<file path="config.mk">
export PLATFORM = sky130hd
export DESIGN_NAME = mem_stage_lsu
export DESIGN_NICKNAME = d
export VERILOG_FILES = /design/src/rtl/mem_stage_lsu.sv
export SDC_FILE = /design/constraint.sdc
export NUM_CORES = 1
export LEC_CHECK = 0
export ABC_AREA = 1
export CELL_PAD_IN_SITES_DETAIL_PLACEMENT = 1
export CELL_PAD_IN_SITES_GLOBAL_PLACEMENT = 1
export CORE_ASPECT_RATIO = 2
export CORE_UTILIZATION = 32
export CTS_BUF_LIST = sky130_fd_sc_hd__clkbuf_4 sky130_fd_sc_hd__clkbuf_8
export DETAILED_ROUTE_END_ITERATION = 8
export PLACE_DENSITY_LB_ADDON = 0.1
export SETUP_SLACK_MARGIN = 0.4
export SYNTH_ARGS = -nofsm -noshare
export SYNTH_HDL_FRONTEND = slang
export SYNTH_SLANG_ARGS = --single-unit
</file>
<file path="constraint.sdc">
create_clock -name clk -period 2.6 [get_ports clk]
set_input_delay 0.26 -clock clk [delete_from_list [all_inputs] [get_ports clk]]
set_output_delay 0.26 -clock clk [all_outputs]
set_load 0.02 [all_outputs]
</file>
<file path="src/rtl/mem_stage_lsu.sv">
// MEM pipeline stage: registers the EX payload, waits on data-SRAM read response for loads,
// extracts LB/LBU/LH/LHU/LW data and drives WB and ID-bypass payloads. Optional: MEM_MISALIGN_EXC_EN.
module mem_stage_lsu #(
  parameter int STALL_W     = 6,
  parameter int SIDE_W      = 67,
  parameter int TIMEOUT_CYC = 255
) (
  input  logic               clk,
  input  logic               rst,
  input  logic [STALL_W-1:0] stall,
  input  logic               ex_valid,
  input  logic [31:0]        ex_pc,
  input  logic               ex_ld,
  input  logic [2:0]         ex_ld_op,
  input  logic               ex_rf_we,
  input  logic [4:0]         ex_rf_waddr,
  input  logic [31:0]        ex_result,
  input  logic [SIDE_W-1:0]  ex_side,
  input  logic               data_sram_rvalid,
  input  logic [31:0]        data_sram_rdata,
  output logic               stallreq_mem,
  output logic               bus_err,
  output logic               wb_valid,
  output logic [31:0]        wb_pc,
  output logic               wb_rf_we,
  output logic [4:0]         wb_rf_waddr,
  output logic [31:0]        wb_rf_wdata,
  output logic [SIDE_W-1:0]  wb_side,
  output logic               fwd_we,
  output logic [4:0]         fwd_waddr,
  output logic [31:0]        fwd_wdata,
`ifdef MEM_MISALIGN_EXC_EN
  output logic               misalign_exc,
`endif
  output logic               fwd_pending
);

  localparam int CNT_W = $clog2(TIMEOUT_CYC + 1);

  typedef enum logic [1:0] {S_IDLE, S_WAIT, S_DONE} state_t;

  state_t              state_q, state_d;
  logic [CNT_W-1:0]    cnt_q, cnt_d;
  logic [31:0]         buf_q, buf_d;
  logic                bus_err_q, bus_err_d;

  logic                valid_q;
  logic [31:0]         pc_q;
  logic                ld_q;
  logic [2:0]          ld_op_q;
  logic                rf_we_q;
  logic [4:0]          waddr_q;
  logic [31:0]         result_q;
  logic [SIDE_W-1:0]   side_q;

  logic capture, bubble, ld_r, mis_r, mis_ex, new_ld, busy;
  logic unused_stall;

  assign capture      = ~stall[3];
  assign bubble       = stall[3] & ~stall[4];
  assign unused_stall = ^stall;

  function automatic logic [31:0] extract(input logic [2:0] op, input logic [1:0] a,
                                          input logic [31:0] d);
    logic [7:0]  b;
    logic [15:0] h;
    b = d[8*a +: 8];
    h = a[1] ? d[31:16] : d[15:0];
    case (op)
      3'b001:  return {{24{b[7]}}, b};
      3'b010:  return {24'h0, b};
      3'b011:  return {{16{h[15]}}, h};
      3'b100:  return {16'h0, h};
      default: return d;
    endcase
  endfunction

`ifdef MEM_MISALIGN_EXC_EN
  // Byte ops are always aligned; unknown op codes behave as LW.
  function automatic logic misaligned(input logic [2:0] op, input logic [1:0] a);
    case (op)
      3'b001, 3'b010: return 1'b0;
      3'b011, 3'b100: return a[0];
      default:        return a != 2'b00;
    endcase
  endfunction

  assign mis_r        = valid_q & ld_q & misaligned(ld_op_q, result_q[1:0]);
  assign mis_ex       = ex_valid & ex_ld & misaligned(ex_ld_op, ex_result[1:0]);
  assign misalign_exc = mis_r;
`else
  assign mis_r  = 1'b0;
  assign mis_ex = 1'b0;
`endif

  assign ld_r   = valid_q & ld_q;
  assign new_ld = ex_valid & ex_ld & ~mis_ex;
  assign busy   = ld_r & ~mis_r & (state_q != S_DONE);

  always_ff @(posedge clk) begin
    if (rst || bubble) begin
      valid_q  <= 1'b0;
      pc_q     <= '0;
      ld_q     <= 1'b0;
      ld_op_q  <= '0;
      rf_we_q  <= 1'b0;
      waddr_q  <= '0;
      result_q <= '0;
      side_q   <= '0;
    end else if (capture) begin
      valid_q  <= ex_valid;
      pc_q     <= ex_pc;
      ld_q     <= ex_ld;
      ld_op_q  <= ex_ld_op;
      rf_we_q  <= ex_rf_we;
      waddr_q  <= ex_rf_waddr;
      result_q <= ex_result;
      side_q   <= ex_side;
    end
  end

  always_ff @(posedge clk) begin
    if (rst) begin
      state_q   <= S_IDLE;
      cnt_q     <= '0;
      buf_q     <= '0;
      bus_err_q <= 1'b0;
    end else begin
      state_q   <= state_d;
      cnt_q     <= cnt_d;
      buf_q     <= buf_d;
      bus_err_q <= bus_err_d;
    end
  end

  always_comb begin
    state_d   = state_q;
    cnt_d     = cnt_q;
    buf_d     = buf_q;
    bus_err_d = 1'b0;
    case (state_q)
      S_IDLE: begin
        if (ld_r && !mis_r) begin
          state_d = S_WAIT;
          cnt_d   = '0;
        end else if (ld_r && mis_r) begin
          // A misaligned load completes at once; a same-cycle capture replaces it.
          buf_d = '0;
          if (capture)     state_d = new_ld ? S_WAIT : S_IDLE;
          else if (bubble) state_d = S_IDLE;
          else             state_d = S_DONE;
        end
      end
      S_WAIT: begin
        cnt_d = cnt_q + CNT_W'(1);
        if (data_sram_rvalid) begin
          buf_d   = extract(ld_op_q, result_q[1:0], data_sram_rdata);
          state_d = S_DONE;
          cnt_d   = '0;
        end else if (cnt_q == CNT_W'(TIMEOUT_CYC - 1)) begin
          buf_d     = '0;
          bus_err_d = 1'b1;
          state_d   = S_DONE;
          cnt_d     = '0;
        end
      end
      S_DONE: begin
        if (capture)     state_d = new_ld ? S_WAIT : S_IDLE;
        else if (bubble) state_d = S_IDLE;
      end
      default: state_d = S_IDLE;
    endcase
  end

  assign stallreq_mem = busy;
  assign fwd_pending  = busy;
  assign bus_err      = bus_err_q;
  assign wb_valid     = valid_q & ~busy;
  assign wb_pc        = pc_q;
  assign wb_rf_we     = rf_we_q & ~mis_r;
  assign wb_rf_waddr  = waddr_q;
  assign wb_rf_wdata  = ld_q ? (mis_r ? 32'h0 : buf_q) : result_q;
  assign wb_side      = side_q;
  assign fwd_we       = wb_rf_we;
  assign fwd_waddr    = waddr_q;
  assign fwd_wdata    = wb_rf_wdata;

endmodule

</file>
==> results.md, run 1 <==
- Hold violation count in the final report: 0
- Static leakage: 5.153 nW
- Full die area: 26960 um^2
- Max Used Layer: met5
- Standard-cell row count: 83
- Net count of the finished layout: 1636
- Effective utilization at floorplan: 0.3263
- Instance count after placement with tap cells included: 1769
- Worst hold path type: in -> reg
- Post-Route Skew: 0.01397 ns
- Final instance count without filler cells: 1809
- Worst skew pair latency: 0.50 ns
- Remaining max-slew budget at the tightest pin: 0.2667
- Data arrival time of the critical path: 1.90 ns
- Initial antenna violation count: 4
- Max Cap Viol: 0
- Met1 WL: 10430 um
- Biggest area consumer among synthesized cells: dfxtp_1
- Highest-count cells in the layout ignoring fill and taps: nand2_1 (409), clkdlybuf4s50_1 (290), dfxtp_1 (184), a21oi_1 (167), nand3_1 (103)
- Smallest setup slack after layout: 0.4358 ns
- Post-synthesis instance area: 8404 um^2
- Footprint of the flip-flops and latches: 3707 um^2
- Share of post-route cells with drive strength above 1: 0.09085
- Status: finished clean
- RSZ-0062 raised after global routing: true
- Iteration count of the initial detailed-routing pass: 4
- Pwr per Cell Area: 514.1 nW/um^2
- Post-Route WL: 30530 um
- First-pass GRT wire length: 46840 um
- Cell Area, Placed: 11950 um^2
- Maximum number of pins on one net before global-route repair: 144
- Clock buffer count from CTS: 17
- Met3 wirelength from detailed routing: 2163 um
- Max H-tree Level: 4
- Biggest area contributors in the synthesized netlist: dfxtp_1 (44%), nand2_1 (18%), a21oi_1 (10%)
- Final Critical Period: 2.164 ns
- CTS tree: yes
- Final design area excluding fillers: 12300 um^2
- Number of buffer cells added on primary ports: 357
- Remaining design rule violation count: 0
- Post-synthesis cell type count: 29
- End-of-flow core utilization: 0.4777
- Number of instances in the synthesized netlist: 1168
- Detailed router's first-iteration violation count: 274
- Final count of pins violating max slew: 0
- Critical path endpoint category: primary output
- Portion of the clock cycle consumed by the worst path in the final layout: 0.8324
- Syn_nets: 1353
- Num ports: 362
- Relative area change from synthesis to final layout: 46.39%
- Gpl congestion: 0.8230
- Bufs on Longest Clock Path: 2
- CP Class: reg -> out
- Setup slack after placement: 0.3447 ns
- Clk slew on worst S/H paths: 0.10 ns
- Half-perimeter wire length after detailed placement: 22110 um
- Final setup violation count: 0
- Critical path data required time: 2.34 ns
- Via count of the first global-routing pass: 8987
- Maximum VDD drop: 0.3760 mV
- Mean cell area of the mapped netlist: 7.195 um^2
- Die Y-Extent: 231.2 um
- Hold buffers post-CTS: 0
- Routed Antenna Nets: 0
- Yosys reg bits: 185
- Core footprint: 25750 um^2
- Average vias per placed instance: 4.730
- Overall fraction of global-route tracks in use: 0.2303
- Fill cells: 3289
- Portion of the post-synthesis area used by sequential elements: 0.4407
- WHS: 0.2998 ns
- Max FO, Critical Path: 7
- Overflow after GRT: 0
- Clock sinks: 185
- Total design power: 6.325 mW
- Total via count in the routed design: 8557
- Measured slew at the worst slew-check pin: 1.096 ns
- Most frequent standard cell in the layout excluding fill and tap cells: nand2_1
- Area share of the largest cell type after synthesis: 0.4407
- Upper clock frequency limit: 0.4621 GHz
- Die X-Extent: 116.6 um
- Warnings from Yosys: 0
- CP startpoint kind: flip-flop
- Aggregate negative setup slack: 0 ns
- Root Buffer Master: clkbuf_8
- Area used by multi-input combinational logic: 3750 um^2
- Routed met2 length: 16940 um
- Average detailed-routed wire length per instance: 16.88 um
[state kept, by name, summed over array words and instances, names as in the netlist]
signal,flops
valid_q,1
buf_q,32
result_q,32
state_q,2
fwd_we,1
fwd_waddr,5
bus_err,1
ld_q,1
wb_side,67
wb_pc,32
ld_op_q,3
cnt_q,8
[cell type report]
class,count,area share
Sequential cell,185,0.3013
Tap cell,340,0.03458
Inverter,84,0.02603
Timing Repair Buffer,377,0.2982
Clock buffer,22,0.02258
Multi-Input combinational cell,786,0.3048
Antenna cell,5,0.001017
Clock inverter,10,0.01149
[where the power goes]
| part | internal, mW | total [mW] | switching [mW] | leakage (nW) |
|---|---|---|---|---|
| logic | 0.580 | 1.22 | 0.641 | 3.43 |
| registers | 2.94 | 3.00 | 0.0610 | 1.51 |
| clock network | 1.02 | 2.10 | 1.08 | 0.212 |
| total | 4.54 | 6.33 | 1.78 | 5.15 |
[worst paths after layout]
kind | start | to | slack, ns | depth (start not counted)
setup reg to reg | ld_op_q[0]$_SDFFE_PP0N_ | buf_q[19]$_SDFFE_PP0P_ | 0.74 | 7
setup / recovery | ld_q$_SDFFE_PP0N_ | wb_rf_wdata[7] | 0.44 | 4
hold / removal | ex_side[63] | wb_side[63]$_SDFFE_PP0N_ | 0.30 | 3
hold reg to reg | result_q[27]$_SDFFE_PP0N_ | result_q[27]$_SDFFE_PP0N_ | 0.47 | 2
[per-layer routing]
metal  GRT usage  vias up
met1      0.2062     4009
li1            -     4243
met5           0        -
met3     0.07714       49
met2      0.4443      254
met4      0.1092        2
[critical path, stage by stage, from the launching register on]
cell,delay [ns]
dfxtp_4,0.41
buf_4,0.15
buf_6,0.13
mux2_2,0.37
dlygate4sd2_1,0.33
[timing repair]
action	CTS	global route
gates resized for setup	71	24
endpoints found under the setup margin	67	15
buffers inserted	2	1
[cells by family (layout without fill, tap and decap cells)]
logic type,after synthesis,after routing,share of synthesized area
AOI/OAI and AO/OA,191,191,0.1187
xor gates and xnor gates,5,5,0.005210
adders and majority gates,2,2,0.002977
buffers and inverters,197,493,0.1152
DFF,185,185,0.4407
muxes,30,30,0.04020
other,0,5,0
and+or+nand+nor,558,558,0.2771
[cells in the mapped netlist]
cell	n
inv_1	68
inv_2	5
nand2_2	13
nand3_4	3
clkinv_1	10
nand3b_1	1
a21oi_1	168
dfxtp_1	185
inv_4	1
buf_1	10
nand2_4	2
buf_12	1
ha_1	2
o21ai_2	1
a21oi_2	10
nor2_1	21
and3_1	1
nand4_1	2
nand3_1	103
o21ai_0	12
mux2_2	30
xor2_1	4
nand2_1	409
buf_2	36
buf_4	44
nor3_1	2
clkbuf_1	22
nor4_1	1
xnor2_1	1
Power figures use the tool's default switching activity.
==> inputs of run 2 (changes only) <==
Settings changed: CORE_UTILIZATION 32 to 30.
Clock period 2.6 ns to 2.1 ns, I/O delays scaled along.
==> run 2 against run 1 <==
Clock skew down 0.0072 ns. Critical path depth up 1. Total power up 27%. Hold slack worse by 0.048 ns. Combinational power up 30%. Largest cell class is now buffers. Highest routed layer unchanged. Worst setup slack worse by 0.27 ns. First-iteration DRC count up 29%. Non-clock buffer count up 20. Via count up 1.0%. Critical endpoint is now fwd_wdata[24]. Clock power up 29%.
==> results.md, run 2 (same netlist as run 1, synthesis figures left out) <==
- Hold violation count in the final report: 0 (unchanged)
- Share of post-route cells with drive strength above 1: 0.1471 (was 0.09085)
- Most frequent standard cell in the layout excluding fill and tap cells: nand2_1 (unchanged)
- GRT busiest layer: met2 (unchanged)
- Min-Delay Endpoint: wb_side[18]$_SDFFE_PP0N_ (was wb_side[63]$_SDFFE_PP0N_)
- Clock sinks: 185 (unchanged)
- Worst reg2reg path startpoint: result_q[0]$_SDFFE_PP0N_ (was ld_op_q[0]$_SDFFE_PP0N_)
- Root Buffer Master: clkbuf_8 (unchanged)
- Average vias per placed instance: 4.703 (was 4.730)
- Full die area: 28730 um^2 (was 26960 um^2)
- Routed Antenna Nets: 0 (unchanged)
- Final instance count without filler cells: 1838 (was 1809)
- Status: finished clean (unchanged)
- Fill cells: 3428 (was 3289)
- Maximum single-stage delay on the critical path: 0.38 ns (was 0.41 ns)
- Maximum number of pins on one net before global-route repair: 76 (was 144)
- Die X-Extent: 120.4 um (was 116.6 um)
- Max Cap Viol: 0 (unchanged)
- Effective utilization at floorplan: 0.3051 (was 0.3263)
- Die Y-Extent: 238.7 um (was 231.2 um)
- Aggregate negative setup slack: 0 ns (unchanged)
- Sequence of cells on the critical path: buf_12 -> buf_16 -> buf_6 -> mux2_4 -> buf_6 (was buf_4 -> buf_6 -> mux2_2 -> dlygate4sd2_1)
- First-pass GRT wire length: 48580 um (was 46840 um)
- Remaining max-slew budget at the tightest pin: 0.6951 (was 0.2667)
- Instance count after placement with tap cells included: 1783 (was 1769)
- Via count of the first global-routing pass: 8771 (was 8987)
- Initial antenna violation count: 5 (was 4)
- Number of buffer and inverter stages on the critical path: 4 (was 3)
- Area used by multi-input combinational logic: 3895 um^2 (was 3750 um^2)
- Average detailed-routed wire length per instance: 17.36 um (was 16.88 um)
- Most numerous cell on the critical path: buf_6
- Overall fraction of global-route tracks in use: 0.2231 (was 0.2303)
- Num ports: 362 (unchanged)
- Bufs on Longest Clock Path: 2 (unchanged)
- Crit path max-delay family: buffers and inverters (unchanged)
- Met1 demand-to-capacity share in global routing: 0.2124 (was 0.2062)
- Measured slew at the worst slew-check pin: 0.4573 ns (was 1.096 ns)
- CP Class: reg -> out (unchanged)
- Post-Route Skew: 0.006818 ns (was 0.01397 ns)
- Final count of pins violating max slew: 0 (unchanged)
- FF-to-FF End: buf_q[26]$_SDFFE_PP0P_ (was buf_q[19]$_SDFFE_PP0P_)
- Highest-count cells in the layout ignoring fill and taps: nand2_1 (404), dfxtp_1 (181), clkdlybuf4s50_1 (177), a21oi_1 (167), dlygate4sd2_1 (107) (was nand2_1 (409), clkdlybuf4s50_1 (290), dfxtp_1 (184), a21oi_1 (167), nand3_1 (103))
- GRT met3 Usage: 0.06560 (was 0.07714)
- Number of flip-flops in the largest register: 67 (unchanged)
- Overflow after GRT: 0 (unchanged)
- CP startpoint kind: flip-flop (unchanged)
- Met2 Usage GRT: 0.4331 (was 0.4443)
- RSZ-0062 raised after global routing: true (unchanged)
- Half-perimeter wire length after detailed placement: 22790 um (was 22110 um)
- Post-Route WL: 31900 um (was 30530 um)
- Clock buffer count from CTS: 17 (unchanged)
- Core footprint: 27550 um^2 (was 25750 um^2)
- Critical path data required time: 1.89 ns (was 2.34 ns)
- Startpoint of the worst hold path: ex_side[18] (was ex_side[63])
- Remaining design rule violation count: 0 (unchanged)
- FF-to-FF path depth: 7 (unchanged)
- Static leakage: 5.830 nW (was 5.153 nW)
- Maximum VDD drop: 0.3981 mV (was 0.3760 mV)
- Upper clock frequency limit: 0.5183 GHz
- Final setup violation count: 0 (unchanged)
- Max FO, Critical Path: 6 (was 7)
- CTS tree: yes (unchanged)
- Portion of the clock cycle consumed by the worst path in the final layout: 0.9188
- Clk slew on worst S/H paths: 0.10 ns (about the same)
- Cell with the largest stage delay on the worst path: dfxtp_4 (unchanged)
- Standard-cell row count: 86 (was 83)
- Number of buffer cells added on primary ports: 357 (unchanged)
- Critical path endpoint category: primary output (unchanged)
- Iteration count of the initial detailed-routing pass: 4 (unchanged)
- Worst skew pair latency: 0.50 ns (about the same)
- Max H-tree Level: 4 (unchanged)
- Gpl congestion: 0.8454 (was 0.8230)
- Data arrival time of the critical path: 1.72 ns (was 1.90 ns)
- Worst hold path type: in -> reg (unchanged)
- Detailed router's first-iteration violation count: 353 (was 274)
- Net count of the finished layout: 1656 (was 1636)
- Footprint of the flip-flops and latches: 3711 um^2 (was 3707 um^2)
- Total via count in the routed design: 8645 (was 8557)
- Final Critical Period: 1.930 ns
- Reg2Reg Setup Slack: 0.51 ns (was 0.74 ns)
- Hold-critical path depth: 3 (unchanged)
- Pwr per Cell Area: 624.7 nW/um^2 (was 514.1 nW/um^2)
- Relative area change from synthesis to final layout: 52.48% (was 46.39%)
[run 2: per-stage QoR]
stage          utilization  power, mW  hold slack, ns  instance area [um^2]  setup slack (ns)
3_3_place_gp        0.4380      5.357          0.4497                 12070            0.2772
4_1_cts             0.4559      8.094          0.2080                 12560           0.02571
3_5_place_dp        0.4380      5.382          0.4546                 12070            0.2613
2_1_floorplan            -      4.570          0.2868                  8404            0.4211
5_1_grt             0.4651      8.413          0.2157                 12810           0.09959
6_report            0.4652      8.006          0.2513                 12810            0.1705
[run 2: final cells by class]
type                            instances  share of cell area
Inverter                               84             0.02529
Sequential cell                       185              0.2896
Tap cell                              352             0.03437
Multi-Input combinational cell        786              0.3039
Timing Repair Buffer                  397              0.3116
Antenna cell                            4           0.0007811
Clock buffer                           20             0.02148
Clock inverter                         10             0.01299
[run 2: worst max-delay path by stage]
stage / from / end / depth (start not counted)
floorplan: ld_q$_SDFFE_PP0N_ / wb_rf_wdata[0] / 4
global placement: ld_q$_SDFFE_PP0N_ / wb_rf_wdata[3] / 3
detailed placement: ld_q$_SDFFE_PP0N_ / wb_rf_wdata[5] / 3
CTS: ld_q$_SDFFE_PP0N_ / wb_rf_wdata[17] / 4
global route: ld_q$_SDFFE_PP0N_ / fwd_wdata[24] / 5
finish: ld_q$_SDFFE_PP0N_ / fwd_wdata[24] / 5
[run 2: worst min-delay path, cell delays in order]
cell and delay [ns]:
clkdlybuf4s50_1 0.39, nand2_1 0.06, a21oi_1 0.05
[run 2: where the power goes]
group / total (mW) / internal [mW] / switching (mW) / leakage [nW]
clock network: 2.71 / 1.38 / 1.33 / 0.217
logic: 1.58 / 0.757 / 0.826 / 4.10
registers: 3.71 / 3.64 / 0.0748 / 1.51
[run 2: layer usage]
layer / wire length, um / vias up / share of wire
li1: - / 4292 / -
met1: 11130 / 4058 / 0.35
met2: 17840 / 239 / 0.56
met3: 1825 / 54 / 0.057
met4: 1100 / 2 / 0.034
met5: 8 / - / 0.00025
[run 2: timing repair]
item / CTS / global route
gates resized for setup: 316 / 205
hold buffers: 1 / 0
endpoints found under the hold margin: 1 / 0
setup endpoints to repair: 175 / 110
gates cloned: 2 / 1
buffers inserted: 11 / 6
pin swaps: 2 / 1
